`config.mk`:
```
export PLATFORM = sky130hd
export DESIGN_NAME = seg7_display_arbiter_flat
export DESIGN_NICKNAME = d
export VERILOG_FILES = /design/src/rtl/seg7_display_arbiter_if.sv /design/src/rtl/seg7_display_arbiter.sv /design/src/flat_wrapper.sv
export SDC_FILE = /design/constraint.sdc
export NUM_CORES = 1
export LEC_CHECK = 0
export CAP_MARGIN = 20
export CELL_PAD_IN_SITES_DETAIL_PLACEMENT = 0
export CELL_PAD_IN_SITES_GLOBAL_PLACEMENT = 1
export CORE_ASPECT_RATIO = 0.9
export CORE_MARGIN = 1
export CORE_UTILIZATION = 39
export CTS_CLUSTER_DIAMETER = 50
export DETAILED_ROUTE_END_ITERATION = 7
export GPL_TIMING_DRIVEN = 0
export PLACE_DENSITY = 0.86
export SLEW_MARGIN = 20
export SYNTH_ARGS = -nofsm -noshare
export SYNTH_HDL_FRONTEND = slang
export SYNTH_SLANG_ARGS = --single-unit
```
`constraint.sdc`:
```
create_clock -name CLK -period 2.9 [get_ports CLK]
set_input_delay 0.435 -clock CLK [delete_from_list [all_inputs] [get_ports CLK]]
set_output_delay 0.435 -clock CLK [all_outputs]
set_load 0.02 [all_outputs]
```
`src/rtl/seg7_display_arbiter_if.sv`:
```
// seg7_display_arbiter_if: requester, converter and display signals of the shared 7-segment display.
interface seg7_display_arbiter_if;
    logic [1:0] REQ;
    logic [7:0] BIN0, BIN1;
    logic [3:0] ONES, TENS, HUNDREDS;
    logic [1:0] GNT;
    logic [7:0] BIN_SEL;
    logic [3:0] DIGIT, SEG7COM;
    modport master (output REQ, BIN0, BIN1, ONES, TENS, HUNDREDS, input GNT, BIN_SEL, DIGIT, SEG7COM);
    modport slave (input REQ, BIN0, BIN1, ONES, TENS, HUNDREDS, output GNT, BIN_SEL, DIGIT, SEG7COM);
endinterface

```
`src/rtl/seg7_display_arbiter.sv`:
```
// seg7_display_arbiter: round-robin time-sharing of a 4-digit multiplexed display between two sources.
module seg7_display_arbiter #(
    parameter int PRESCALE = 250000,
    parameter int BLANK = 2500,
    parameter int DWELL = 200
) (
    input logic CLK,
    input logic RSTn,
    seg7_display_arbiter_if.slave bus
);
    localparam int PW = PRESCALE > 1 ? $clog2(PRESCALE) : 1;
    localparam int FW = $clog2(DWELL + 1);
    localparam logic [PW-1:0] PMAX = PW'(PRESCALE - 1);
    localparam logic [PW-1:0] PBL = PW'(BLANK);
    localparam logic [FW-1:0] DW1 = FW'(DWELL - 1);
    typedef enum logic [1:0] {IDLE = 2'b00, SHOW0 = 2'b01, SHOW1 = 2'b10} state_t;
    state_t state, nxt;
    logic [PW-1:0] presc;
    logic [1:0] slot;
    logic [FW-1:0] fcnt;
    logic last, frame_end, dark, lit;
    logic [3:0] code;
    assign frame_end = slot == 2'd3 && presc == PMAX;
    assign bus.GNT = state;
    always_comb begin
        nxt = state;
        if (frame_end)
            case (state)
                IDLE: nxt = bus.REQ == 2'b11 ? (last ? SHOW0 : SHOW1) : bus.REQ[0] ? SHOW0 : bus.REQ[1] ? SHOW1 : IDLE;
                SHOW0: nxt = !bus.REQ[0] ? (bus.REQ[1] ? SHOW1 : IDLE) : fcnt >= DW1 && bus.REQ[1] ? SHOW1 : SHOW0;
                SHOW1: nxt = !bus.REQ[1] ? (bus.REQ[0] ? SHOW0 : IDLE) : fcnt >= DW1 && bus.REQ[0] ? SHOW0 : SHOW1;
                default: nxt = IDLE;
            endcase
    end
    // leading zeros go dark, but DIGIT keeps carrying the code
    assign code = slot == 2'd0 ? bus.ONES : slot == 2'd1 ? bus.TENS : slot == 2'd2 ? bus.HUNDREDS : state == SHOW0 ? 4'hA : 4'hB;
    assign dark = (slot == 2'd2 && bus.HUNDREDS == 4'd0) || (slot == 2'd1 && bus.HUNDREDS == 4'd0 && bus.TENS == 4'd0);
    assign lit = state != IDLE && presc >= PBL && !dark;
    always_ff @(posedge CLK or negedge RSTn)
        if (!RSTn) begin
            state <= IDLE;
            last <= 1'b1;
            presc <= '0;
            slot <= '0;
            fcnt <= '0;
            bus.BIN_SEL <= '0;
            bus.DIGIT <= '0;
            bus.SEG7COM <= 4'hF;
        end else begin
            presc <= presc == PMAX ? '0 : presc + 1'b1;
            if (presc == PMAX) slot <= slot + 1'b1;
            state <= nxt;
            if (nxt != state) begin
                fcnt <= '0;
                if (nxt != IDLE) last <= nxt == SHOW1;
            end else if (frame_end && state != IDLE && fcnt < DW1) fcnt <= fcnt + 1'b1;
            bus.BIN_SEL <= nxt == SHOW0 ? bus.BIN0 : nxt == SHOW1 ? bus.BIN1 : 8'd0;
            bus.DIGIT <= state == IDLE ? 4'd0 : code;
            bus.SEG7COM <= lit ? ~(4'b0001 << slot) : 4'hF;
        end
endmodule

```
`src/flat_wrapper.sv`:
```
// flat-port wrapper written by rule: the top's interface ports become plain ports
module seg7_display_arbiter_flat 
#(
    parameter int PRESCALE = 250000,
    parameter int BLANK = 2500,
    parameter int DWELL = 200
)
  (CLK, RSTn, bus_REQ, bus_BIN0, bus_BIN1, bus_ONES, bus_TENS, bus_HUNDREDS, bus_GNT, bus_BIN_SEL, bus_DIGIT, bus_SEG7COM);
  seg7_display_arbiter_if bus_i ();
  input logic CLK;
  input logic RSTn;
  input wire logic [$bits(bus_i.REQ)-1:0] bus_REQ;
  input wire logic [$bits(bus_i.BIN0)-1:0] bus_BIN0;
  input wire logic [$bits(bus_i.BIN1)-1:0] bus_BIN1;
  input wire logic [$bits(bus_i.ONES)-1:0] bus_ONES;
  input wire logic [$bits(bus_i.TENS)-1:0] bus_TENS;
  input wire logic [$bits(bus_i.HUNDREDS)-1:0] bus_HUNDREDS;
  output wire logic [$bits(bus_i.GNT)-1:0] bus_GNT;
  output wire logic [$bits(bus_i.BIN_SEL)-1:0] bus_BIN_SEL;
  output wire logic [$bits(bus_i.DIGIT)-1:0] bus_DIGIT;
  output wire logic [$bits(bus_i.SEG7COM)-1:0] bus_SEG7COM;
  assign bus_i.REQ = bus_REQ;
  assign bus_i.BIN0 = bus_BIN0;
  assign bus_i.BIN1 = bus_BIN1;
  assign bus_i.ONES = bus_ONES;
  assign bus_i.TENS = bus_TENS;
  assign bus_i.HUNDREDS = bus_HUNDREDS;
  assign bus_GNT = bus_i.GNT;
  assign bus_BIN_SEL = bus_i.BIN_SEL;
  assign bus_DIGIT = bus_i.DIGIT;
  assign bus_SEG7COM = bus_i.SEG7COM;
  seg7_display_arbiter #(.PRESCALE(PRESCALE), .BLANK(BLANK), .DWELL(DWELL)) u_core (.CLK(CLK), .RSTn(RSTn), .bus(bus_i));
endmodule
```
-- After elaboration in Yosys (flattened, before gate mapping)
Index checks and enable logic that the tools add are counted.
- add/sub/neg operators: 3
- $mul: 0
- divide/modulo/power cells: 0
- $lt $le $gt $ge: 3
- equal/unequal tests: 10
- shift operators: 1
- muxes and demuxes: 22
- bitwise operators: 1
- reductions and logical operators: 20
- operators with widths (cell ; count):
    $mux 8 ; 4
    $mux 4 ; 5
    $add 18x1->18 const B ; 1
    $eq 18x18->1 const B ; 1
    $ge 18x12->1 const B ; 1
    $mux 18 ; 1
    $mux 2 ; 9
    $eq 2x2->1 const B ; 5
    $logic_and 1x1->1 ; 10
    $add 8x1->8 const B ; 1
    $ge 8x8->1 const B ; 1
    $logic_not 4->1 ; 2
    $lt 8x8->1 const B ; 1
    $eq 2x1->1 const B ; 3
    $pmux 2 s3 ; 1
    $reduce_bool 2->1 ; 3
    $logic_not 2->1 ; 2
    $not 4->4 ; 1
    $shl 1x2->4 const A ; 1
    $add 2x1->2 const B ; 1
    $mux 1 ; 2
    $ne 2x2->1 ; 1
    $reduce_and 2->1 ; 1
    $logic_not 1->1 ; 1
    $logic_or 1x1->1 ; 1
- bits in registers: 47
- latch bits: 0
- bits in writable memories: 0
- bits in read-only memories: 0
- input bits: 32
- logic and storage cells: 68
- memories kept: 0

-- Logic depth before layout (Yosys ltp)
- depth in word-level cells: 9
- depth in mapped cells: 7
- mapped depth without buffers: 7

-- Least setup slack after synthesis
Ideal clock, no wire load.
- path type: flip-flop to flip-flop
- start point: register u_core.fcnt[0]
- end point: register u_core.fcnt[6]
- setup time: 0.080 ns
- arrival time: 2.068 ns
- path slack: 0.752 ns
- stages on the path, launching flop included: 7
- buffers on the path: 1
- period minus slack after synthesis: 2.148 ns
- path through: dfrtp_1 > ha_1 > a2111oi_4 > o22ai_1 > clkbuf_1 > or4_1 > a21oi_1
- longest elaborated chain between the ends: 8
- elaborated cells between the ends (all ways): 16
- classes of those cells: add/sub (1); order compare (2); eq/ne (1); mux (8); reduce/logical (4)
- RTL lines (item ; line ; RTL):
    start: declaration ; seg7_display_arbiter.sv:20 ; logic [FW-1:0] fcnt;
    start signal: assignment ; seg7_display_arbiter.sv:56 ; end else if (frame_end && state != IDLE && fcnt < DW1) fcnt <= fcnt + 1'b1;
    $ge 8x8->1 ; seg7_display_arbiter.sv:30, seg7_display_arbiter.sv:31 ;
    $logic_and 1x1->1, on equally long branches ; seg7_display_arbiter.sv:31, seg7_display_arbiter.sv:30 ;
    $mux 2, on equally long branches (2 in a row) ; seg7_display_arbiter.sv:31, seg7_display_arbiter.sv:30 ;
    $pmux 2 s3 ; seg7_display_arbiter.sv:28 ; case (state)
    $mux 2 ; seg7_display_arbiter.sv:27 ; if (frame_end)
    $ne 2x2->1 ; seg7_display_arbiter.sv:53 ; if (nxt != state) begin
    $mux 8 or $reduce_bool 2->1 (tied branches) ; -- ;
Several ways; a longest one is shown, not always the timed one. The select of a mux whose other input is x is not followed.
A chain may end at the register's enable or synchronous reset.

-- Final worst setup path
Ends and elaborated chain as after synthesis.

==> metrics.md <==
| Metric | Value |
|---|---|
| Vias in the first global route | 2136 |
| Via Count | 2111 |
| Arrival @ worst endpoint | 2730 ps |
| Starting Density | 0.4044 |
| Rows | 27 |
| Placer Congestion | 0.8062 |
| # hold bufs at CTS | 0 |
| WL per Instance | 14.20 um |
| Clock sinks | 47 |
| Critical Path RT | 3130 ps |
| Port Buffers | 49 |
| Share of cells above drive strength 1 | 0.07911 |
| Syn avg cell area | 9.636 um2 |
| Critical R2R Launch | u_core.fcnt[0]$_DFFE_PN0P_ |
| Yosys cell types | 48 |
| Minimum clock period | 2504 ps |
| Synth Cell Area | 0.002486 mm2 |
| Post-CTS setup buffers | 0 |
| RSZ-0062 raised after global routing | false |
| Register Area | 0.001182 mm2 |
| Reg clk slew, reported paths | 90 ps |
| Count of max-cap constraint violations | 0 |
| Die Wd | 86.16 um |
| Post-DP HPWL | 4143 um |
| Std-Cell Core Area | 0.006148 mm2 |
| Mapped Nets | 297 |
| Count of nets after finishing | 354 |
| Leak Pwr | 0.001366 uW |
| R2r setup slk | 400 ps |
| Die Span Y | 77.75 um |
| Area of the multi-input gates | 0.001230 mm2 |
| First-pass GRT wire length | 10080 um |
| Post-synth top flop | dfrtp_1 |
| EDFF count, synth | 0 |
| Max Buffers Root-to-Sink | 2 |
| Largest net degree at the start of global routing | 34 |
| Kind of critical path | flop to flop |
| # setup viols final | 0 |
| Crit share post-route | 0.8635 |
| Initial antenna violation count | 0 |
| Setup crit end kind | flop |
| Clock skew | 8.848 ps |
| Fmax | 0.3993 GHz |
| Fill count | 606 |
| Outcome | finished clean |
| Router iterations before antenna repair | 4 |
| Placement Cell Area | 0.003100 mm2 |
| Worst min path class | primary input to async pin |
| Worst Setup SP | u_core.fcnt[0]$_DFFE_PN0P_ |
| Worst-path fanout max | 10 |
| GRT Total Usage | 0.1876 |
| Timing endpoint of the critical path | u_core.fcnt[6]$_DFFE_PN0P_ |
| Final WS setup | 395.9 ps |
| Die ar. | 0.006699 mm2 |
| Async SR Flop Fraction | 1.000 |
| Final instance area | 0.003207 mm2 |
| Boundary Pins | 50 |
| Worst-Skew Late Latency | 300 ps |
| Endpoints failing hold | 0 |
| Max VDD drop | 0.2125 mV |
| R2r endpoint | u_core.fcnt[6]$_DFFE_PN0P_ |
| Ant diodes | 0 |
| Yosys reg bits | 47 |
| Drt drc | 0 |
| Clock Root Buffer | clkbuf_8 |
| Worst slack, placed | 414.8 ps |
| Hold slack | 35.26 ps |
| YS warnings | 0 |
| Pwr/cell area | 386.7 mW/mm2 |
| # resized after CTS | 0 |
| Slew @ Worst Pin | 711.2 ps |
| CTS tree | built |
| Cell count after synthesis | 258 |
| Setup_tns | 0 ps |
| GRT overflow | 0 |
| Via density | 5.238 |
| TritonCTS Buffers | 5 |
| Routed Antenna Nets | 0 |
| Pins Over Slew Limit | 0 |
| Startpoint types | flop |
| Syn-to-layout area delta | 28.99% |
| DRT iter0 DRCs | 138 |
| Worst r2r path cells | 6 |
| Htree depth | 2 |
| Slew headroom | 0.5199 |
| Register area share after synthesis | 0.4756 |
| WL final | 5723 um |
## cell families (layout without fill, tap and decap cells)
kind of cell,Yosys count,in the layout,synth area share
adder cells (fa/ha/maj),7,7,0.03523
buffers and inverters,19,77,0.02969
AO/OA/AOI/OAI,50,50,0.1414
XOR/XNOR,17,17,0.05989
flip-flops,47,47,0.4756
AND/OR/NAND/NOR,118,118,0.2582
## state kept, by name (all words and copies together) (netlist names)
signal and flops:
u_core.slot 2, u_core.bus.DIGIT 4, u_core.last 1, u_core.presc 18, u_core.bus.BIN_SEL 8, u_core.fcnt 8
u_core.bus.GNT 2, u_core.bus.SEG7COM 4
## metal layers
metal  vias to the layer above  track usage  routed length (um)
li1                       1037            -                   -
met1                      1038       0.2515                2794
met2                        31       0.3056                2699
met3                         5      0.04255                 189
met4                         0      0.04833                  39
met5                         -            0                   0
## how the worst min path moves through the flow
stage	to	slack [ps]	cells past startpoint	startpoint
floorplan	u_core.bus.BIN_SEL[0]$_DFF_PN0_	140	0	RSTn
global placement	u_core.last$_DFFE_PN1P_	490	2	u_core.last$_DFFE_PN1P_
detailed placement	u_core.bus.GNT[1]$_DFF_PN0_	370	1	RSTn
CTS	u_core.bus.BIN_SEL[1]$_DFF_PN0_	40	1	RSTn
global route	u_core.bus.BIN_SEL[1]$_DFF_PN0_	40	1	RSTn
finish	u_core.bus.BIN_SEL[1]$_DFF_PN0_	40	1	RSTn
## per-stage QoR
step | utilization | total power (uW) | instances
after global placement | 0.5018 | 778.0 | 394
after global routing | 0.5216 | 1293 | 403
final | 0.5216 | 1240 | 403
after CTS | 0.5216 | 1257 | 403
after floorplan | - | 709.0 | 258
after detailed placement | 0.5043 | 781.9 | 395
## cell type report
cell class	count	area share
clock inverters	1	0.009364
multi-input cells	192	0.3835
clock buffers	7	0.02380
inverters	12	0.01405
repair buffers	50	0.1576
flip-flops and latches	47	0.3687
well taps	87	0.03394
plain buffers	7	0.008974
## synth_stat cells, types with 2 or more instances
master / number / area (um2)
o31ai_1: 5 / 37.54
nand4_1: 3 / 18.77
nor4_1: 3 / 18.77
o22ai_1: 11 / 68.82
xor2_1: 12 / 105.1
or3_1: 3 / 18.77
dfrtp_1: 42 / 1051
or4_1: 7 / 52.55
nor2_1: 24 / 90.09
nand2b_1: 3 / 18.77
o311ai_0: 3 / 26.28
nor2b_1: 2 / 12.51
ha_1: 7 / 87.58
a21oi_1: 15 / 75.07
o21ai_0: 6 / 30.03
nor3_1: 4 / 20.02
o21ai_1: 2 / 10.01
buf_2: 2 / 10.01
and3_1: 5 / 31.28
inv_1: 12 / 45.04
nand3_1: 19 / 95.09
dfstp_2: 5 / 131.4
nor3b_1: 2 / 15.01
nand2_1: 30 / 112.6
clkbuf_1: 4 / 15.01
xnor2_1: 5 / 43.79
## worst max-delay path: stages, from the launching register on
cell and delay (ps):
dfrtp_1 430, ha_1 300, a2111oi_4 550, o22ai_1 250
clkbuf_1 250, or4_1 500, a21oi_1 150
## power by group
| group | internal (uW) | total, uW | switching [uW] |
|---|---|---|---|
| clock | 258 | 472 | 214 |
| sequential | 664 | 673 | 8.98 |
| combinational | 54.9 | 94.9 | 40.0 |
## layout by cell type (no fill, tap or decap), types with 7 or more instances in the layout
| master | count |
|---|---|
| nand3_1 | 19 |
| nor2_1 | 24 |
| o22ai_1 | 11 |
| dfrtp_1 | 42 |
| or4_1 | 7 |
| ha_1 | 7 |
| clkdlybuf4s50_1 | 48 |
| xor2_1 | 12 |
| nand2_1 | 30 |
| a21oi_1 | 15 |
| inv_1 | 12 |
Note: power is estimated with default switching activity, not from simulation.
